==> config.mk <==
export PLATFORM = sky130hd
export DESIGN_NAME = sr_drive_sequencer
export DESIGN_NICKNAME = d
export VERILOG_FILES = /design/src/rtl/sr_drive_sequencer.sv
export SDC_FILE = /design/constraint.sdc
export NUM_CORES = 1
export LEC_CHECK = 0
export ABC_AREA = 1
export BUFFER_PORTS_ARGS = -buffer_cell sky130_fd_sc_hd__buf_2
export CAP_MARGIN = 20
export CELL_PAD_IN_SITES_DETAIL_PLACEMENT = 1
export CELL_PAD_IN_SITES_GLOBAL_PLACEMENT = 2
export CORE_MARGIN = 10
export CORE_UTILIZATION = 33
export DETAILED_ROUTE_END_ITERATION = 10
export PLACE_DENSITY_LB_ADDON = 0.1
export SLEW_MARGIN = 20
export SYNTH_ARGS = -nofsm -noshare
export SYNTH_HDL_FRONTEND = slang
export SYNTH_SLANG_ARGS = --single-unit
export TNS_END_PERCENT = 1
==> constraint.sdc <==
create_clock -name clk -period 1.4 [get_ports clk]
set_clock_uncertainty 0.05 [all_clocks]
set_input_delay 0.07 -clock clk [delete_from_list [all_inputs] [get_ports clk]]
set_output_delay 0.07 -clock clk [all_outputs]
set_load 0.02 [all_outputs]
==> src/rtl/sr_drive_sequencer.sv <==
// sr_drive_sequencer: debounces raw set/clear requests into clean,
// registered, never-overlapping S/R drive pulses for a clocked SR flip-flop.
//
// Ports:
//   clk      - system clock, rising-edge active
//   rst      - asynchronous active-high reset
//   set_req  - raw set request level (may bounce)
//   clr_req  - raw clear request level (may bounce)
//   S, R     - registered drives to the flip-flop, never high together
//   busy     - high whenever the sequencer is not idle
//   q_exp    - expected flip-flop Q after the last completed drive
//   conflict - one-cycle pulse per cycle both requests are sampled high
//
// Optional feature (macro SR_SET_PRIORITY_EN): when defined, both requests
// high count as a set request in IDLE and while qualifying a set. The
// conflict pulse is still raised. Undefined: both high never drives.
//
// Parameters:
//   DEBOUNCE_CYCLES - identical samples needed to qualify (1..2^CNT_W-1)
//   DRIVE_CYCLES    - cycles S or R stays high per command (1..2^CNT_W-1)
//   CNT_W           - width of the shared debounce/drive counter

module sr_drive_sequencer #(
   parameter int DEBOUNCE_CYCLES = 4,
   parameter int DRIVE_CYCLES    = 2,
   parameter int CNT_W           = 4
) (
   input  logic clk,
   input  logic rst,
   input  logic set_req,
   input  logic clr_req,
   output logic S,
   output logic R,
   output logic busy,
   output logic q_exp,
   output logic conflict
);

   localparam logic [1:0] ST_IDLE  = 2'd0;
   localparam logic [1:0] ST_QUAL  = 2'd1;
   localparam logic [1:0] ST_DRIVE = 2'd2;
   localparam logic [1:0] ST_GAP   = 2'd3;

   localparam logic [CNT_W-1:0] CNT_ZERO = '0;
   localparam logic [CNT_W-1:0] CNT_ONE  = CNT_W'(1);
   // QUAL holds the count of samples already seen, so the edge that
   // sees sample number DEBOUNCE_CYCLES is the one where cnt is one less.
   localparam logic [CNT_W-1:0] DEB_LAST = CNT_W'(DEBOUNCE_CYCLES - 1);
   localparam logic [CNT_W-1:0] DRV_LAST = CNT_W'(DRIVE_CYCLES);

   logic [1:0]       state;
   logic [1:0]       state_n;
   logic [CNT_W-1:0] cnt;
   logic [CNT_W-1:0] cnt_n;
   logic             dir;
   logic             dir_n;
   logic             q_n;
   logic             conflict_n;
   logic             s_n;
   logic             r_n;
   logic             busy_n;

   logic             req_set;
   logic             req_clr;
   logic             req_both;
   logic             req_any;
   logic             keep;

   // Request decode. A "set" may include the both-high case when set
   // priority is enabled; a "clear" is always a lone clr_req.
`ifdef SR_SET_PRIORITY_EN
   assign req_set = set_req;
`else
   assign req_set = set_req & ~clr_req;
`endif
   assign req_clr  = clr_req & ~set_req;
   assign req_both = set_req & clr_req;
   assign req_any  = req_set | req_clr;

   // Qualification continues only while the latched direction is still
   // the one being requested; anything else aborts without a drive.
   assign keep = dir ? req_set : req_clr;

   always_comb begin
      state_n    = state;
      cnt_n      = cnt;
      dir_n      = dir;
      q_n        = q_exp;
      conflict_n = 1'b0;

      unique case (state)
         ST_IDLE: begin
            conflict_n = req_both;
            if (req_any) begin
               dir_n = req_set;
               // A command that matches the current Q is redundant.
               if (req_set != q_exp) begin
                  cnt_n = CNT_ONE;
                  if (DEBOUNCE_CYCLES == 1) begin
                     state_n = ST_DRIVE;
                  end else begin
                     state_n = ST_QUAL;
                  end
               end
            end
         end

         ST_QUAL: begin
            conflict_n = req_both;
            if (keep) begin
               if (cnt == DEB_LAST) begin
                  state_n = ST_DRIVE;
                  cnt_n   = CNT_ONE;
               end else begin
                  cnt_n = cnt + CNT_ONE;
               end
            end else begin
               state_n = ST_IDLE;
               cnt_n   = CNT_ZERO;
            end
         end

         ST_DRIVE: begin
            if (cnt == DRV_LAST) begin
               state_n = ST_GAP;
               cnt_n   = CNT_ZERO;
               q_n     = dir;
            end else begin
               cnt_n = cnt + CNT_ONE;
            end
         end

         ST_GAP: begin
            state_n = ST_IDLE;
            cnt_n   = CNT_ZERO;
         end

         default: begin
            state_n = ST_IDLE;
            cnt_n   = CNT_ZERO;
         end
      endcase

      // Drives derive from the next state, so they are registered and
      // exclusive by construction: dir selects exactly one of them.
      s_n    = (state_n == ST_DRIVE) &  dir_n;
      r_n    = (state_n == ST_DRIVE) & ~dir_n;
      busy_n = (state_n != ST_IDLE);
   end

   always_ff @(posedge clk or posedge rst) begin
      if (rst) begin
         state    <= ST_IDLE;
         cnt      <= CNT_ZERO;
         dir      <= 1'b0;
         S        <= 1'b0;
         R        <= 1'b0;
         busy     <= 1'b0;
         q_exp    <= 1'b0;
         conflict <= 1'b0;
      end else begin
         state    <= state_n;
         cnt      <= cnt_n;
         dir      <= dir_n;
         S        <= s_n;
         R        <= r_n;
         busy     <= busy_n;
         q_exp    <= q_n;
         conflict <= conflict_n;
      end
   end

endmodule

==> metrics list <==
- The count of final max-slew check failures was 0.
* Worst slack, placed: -0.00662 ns
- After global routing the overflow that remains totals 0.
- TritonCTS built the clock tree.
* Core Region: 2210 µm²
- The tightest hold path in the finished design has a slack of 0.130 ns.
- Final setup violation count: 0
* Design Power: 1.55 mW
- Stages on the worst setup path: 8
* Number of design rule violations left after detail routing: 0
- Depth of the worst register-to-register path: 8
- Global placer's final weighted congestion: 0.720
- Number of flip-flops and latches in the synthesized netlist: 12
- Routed length per instance: 12.5 µm
- Internal cell power: 0.878 mW
- Syn_nets: 104
- Setup repair after global routing could not meet its margin everywhere.
* Area growth from synthesis to layout: 22.7%
* Detailed-route via count: 629
- In this run the critical register-to-register path is captured at S$_DFF_PP0_.
- In this run, placement finished with an instance count of 132.
- At the later pin of the worst-skew pair, clock insertion delay measures 0.27 ns.
- The final hold violation count was 0.
- For the finished layout, the period the worst path requires is 1.35 ns.
- The net count of the finished layout is 122.
- Kind of critical path: reg2reg
- Clock tree synthesis found a total of 12 sinks.
* Final standard cell utilization of the core: 0.428
- Worst EP arrival: 1.46 ns
- Grouping stages by cell kind, the critical path spends the most delay in flip-flops.
- The initial antenna violation count is 0.
- Walking the worst path, the cells encountered are buf_4 > ha_1 > inv_2 > nor2_4 > nor2_4 > nor2_4 > nand3_2 > nor2_1.
- STA classifies the critical path endpoint as a flop.
- The detailed router finished its first iteration with 20 violations.
* Part of the total power dissipated in combinational logic: 0.490
- Sequential power share: 0.331
- Excluding fillers, the count of instances in the completed layout stands at 139.
- Of the total power, the share spent switching nets is 0.434.
- The floorplan has 17 rows.
* Top achievable clock speed: 743 MHz
* Sequential fraction of the synthesis area: 0.390
* Number of buffers created by CTS: 3
* Average footprint of a synthesized cell: 8.20 µm²
- For this run, the total global-route usage over all layers was measured as 0.0840.
- Source of the worst register-to-register timing path: cnt[0]$_DFFE_PP0P_
* Clock tree buffer depth: 2
- Slowest stage delay, CP: 0.39 ns
* Fraction of power consumed by the clock network: 0.179
- Critical Path Fanout Max: 3
- In this run the number of H-tree levels came out at 1.
- Total negative slack: 0 ns
- 0 antenna diodes ended up in the layout.
- Share of layout cells above drive strength 1: 0.333
- With fillers left out, the area of the finished cells amounts to 946 µm².
- Max-slew headroom at the worst pin: 0.700
- Maximum vdd ir drop: 706 µV
* Clock-pin slew on the worst setup and hold paths: 0.08 ns
- Final period utilization: 0.961
- R2R Setup Slk: 0.05 ns
- Yosys printed 0 warnings.
- Critical path launch point: cnt[0]$_DFFE_PP0P_
- In this run the count of I/O pins placed on the die edge is 9.
- Via count of the first global-routing pass: 690
- After layout, the worst setup slack is 0.0545 ns.
- Maximum number of pins on one net before global-route repair: 13
- Most common cell after layout, fill and taps aside: sky130_fd_sc_hd__inv_1
* Crit path launch type: flop
- In this run the worst setup path terminates at S$_DFF_PP0_.
- DIE AREA: 4670 µm²
- The analysis attributes to cell leakage a power of 0.502 nW.
* Count of fill cells added during filler insertion: 281
- Wire length of the first global-routing pass: 2.97 mm
* DR vias/cell: 4.53
* Path category of the worst min-delay check: in2reg
- Root Buffer: sky130_fd_sc_hd__clkbuf_4
- Most repeated library cell on the critical path: sky130_fd_sc_hd__nor2_4
- Number of optimization iterations in the first detailed-route pass: 4
- Dividing total power by cell area gives a power density of 1640 nW/µm².
* Final wirelength: 1.74 mm
* Worst path required time: 1.51 ns
- Buffers on Ports: 8
* Routed Antenna Nets: 0
- The initial utilization of the core area, before any placement, comes to 0.348.
- At the pin with the least slew margin, the transition time is 0.449 ns.
* Max-capacitance violation count: 0
- Vertical die dimension: 68.3 µm
- DP Area: 861 µm²
- The largest individual stage delay along the critical path comes from the cell sky130_fd_sc_hd__dfrtp_1.
- Run status: finished, final reports clean
* Total net switching power: 0.672 mW
- Together, buffers and inverters on the worst path number 2.
- Distinct cells, synth: 21
- The cell area that synthesis handed to floorplanning was 771 µm².
* DIE WIDTH: 68.3 µm
* Commonest cells after routing, fill and taps aside: 20 x sky130_fd_sc_hd__inv_1, 14 x sky130_fd_sc_hd__nand2_1, 12 x sky130_fd_sc_hd__dfrtp_1, 8 x sky130_fd_sc_hd__buf_2
- Synthesis produced 94 cells.
- HPWL after detailed placement: 1.44 mm
cell families (layout without fill, tap and decap cells):
family / after synthesis / count (layout) / synth area share
adder cells (fa/ha/maj): 6 / 6 / 0.0974
flip-flops: 12 / 12 / 0.390
XOR/XNOR: 2 / 2 / 0.0227
AND/OR/NAND/NOR: 43 / 43 / 0.313
AO/OA/AOI/OAI: 8 / 8 / 0.0649
buffers and inverters: 23 / 40 / 0.112
worst reg2reg max path, cell delays in order (launching register included):
cell	delay, ns
sky130_fd_sc_hd__dfrtp_1	0.39
sky130_fd_sc_hd__buf_4	0.14
sky130_fd_sc_hd__ha_1	0.20
sky130_fd_sc_hd__inv_2	0.08
sky130_fd_sc_hd__nor2_4	0.05
sky130_fd_sc_hd__nor2_4	0.13
sky130_fd_sc_hd__nor2_4	0.06
sky130_fd_sc_hd__nand3_2	0.09
sky130_fd_sc_hd__nor2_1	0.05
area by class of cell:
type,instances,area [µm²],area share
inverters,23,86.3,0.0913
well taps,28,35.0,0.0370
multi-input cells,59,408,0.431
repair buffers,13,80.1,0.0847
clock buffers,4,36.3,0.0384
flip-flops and latches,12,300,0.317
routing by layer:
| layer | share of wire | routed length (µm) | GRT usage |
|---|---|---|---|
| met3 | 0.032 | 55 | 0.0245 |
| met4 | 0.019 | 34 | 0.0402 |
| met5 | 0 | 0 | 0 |
| met1 | 0.42 | 730 | 0.0919 |
| met2 | 0.53 | 925 | 0.145 |
power groups by stage:
| stage | registers (mW) | logic (mW) | clock network (mW) |
|---|---|---|---|
| floorplan | 0.551 | 0.428 | 0 |
| global placement | 0.532 | 0.667 | 0 |
| detailed placement | 0.530 | 0.676 | 0 |
| CTS | 0.516 | 0.737 | 0.285 |
| global route | 0.530 | 0.861 | 0.309 |
| finish | 0.513 | 0.759 | 0.277 |
how the worst min path moves through the flow:
stage            start                  to  cells after the start
2_1_floorplan      rst         R$_DFF_PP0_                      1
4_1_cts        clr_req  conflict$_DFF_PP0_                      4
6_report       clr_req  conflict$_DFF_PP0_                      4
3_5_place_dp       rst         R$_DFF_PP0_                      2
3_3_place_gp       rst         S$_DFF_PP0_                      2
5_1_grt        clr_req  conflict$_DFF_PP0_                      4
flip-flops by register name, summed over array words and instances (netlist names):
| register | cells |
|---|---|
| cnt | 4 |
| state | 2 |
| R | 1 |
| S | 1 |
| busy | 1 |
| conflict | 1 |
| dir | 1 |
| q_exp | 1 |
repair_timing:
item,CTS,global route
endpoints found under the hold margin,12,0
pin swaps,1,6
hold buffers,1,0
endpoints found under the setup margin,3,5
setup buffers,2,0
resized for setup,1,6
gates cloned,0,0
cells in the mapped netlist:
cell type                   n  area, µm²
sky130_fd_sc_hd__nand4_1    2       12.5
sky130_fd_sc_hd__o21ai_1    3       15.0
sky130_fd_sc_hd__nand3_2    3       30.0
sky130_fd_sc_hd__nand2_2    2       12.5
sky130_fd_sc_hd__xor2_1     2       17.5
sky130_fd_sc_hd__inv_2      1       3.75
sky130_fd_sc_hd__nor2_2     6       37.5
sky130_fd_sc_hd__nor2_4     1       11.3
sky130_fd_sc_hd__nor2_1     7       26.3
sky130_fd_sc_hd__inv_1     22       82.6
sky130_fd_sc_hd__nor3_4     1       16.3
sky130_fd_sc_hd__a21oi_1    1       5.00
sky130_fd_sc_hd__o21ai_0    2       10.0
sky130_fd_sc_hd__nand3_1    5       25.0
sky130_fd_sc_hd__dfrtp_1   12        300
sky130_fd_sc_hd__ha_1       6       75.1
sky130_fd_sc_hd__nand2_4    1       11.3
sky130_fd_sc_hd__o211ai_1   1       7.51
sky130_fd_sc_hd__nand2_1   14       52.6
sky130_fd_sc_hd__or2_1      1       6.26
sky130_fd_sc_hd__o22ai_2    1       12.5
Note: power is estimated with default switching activity, not from simulation.
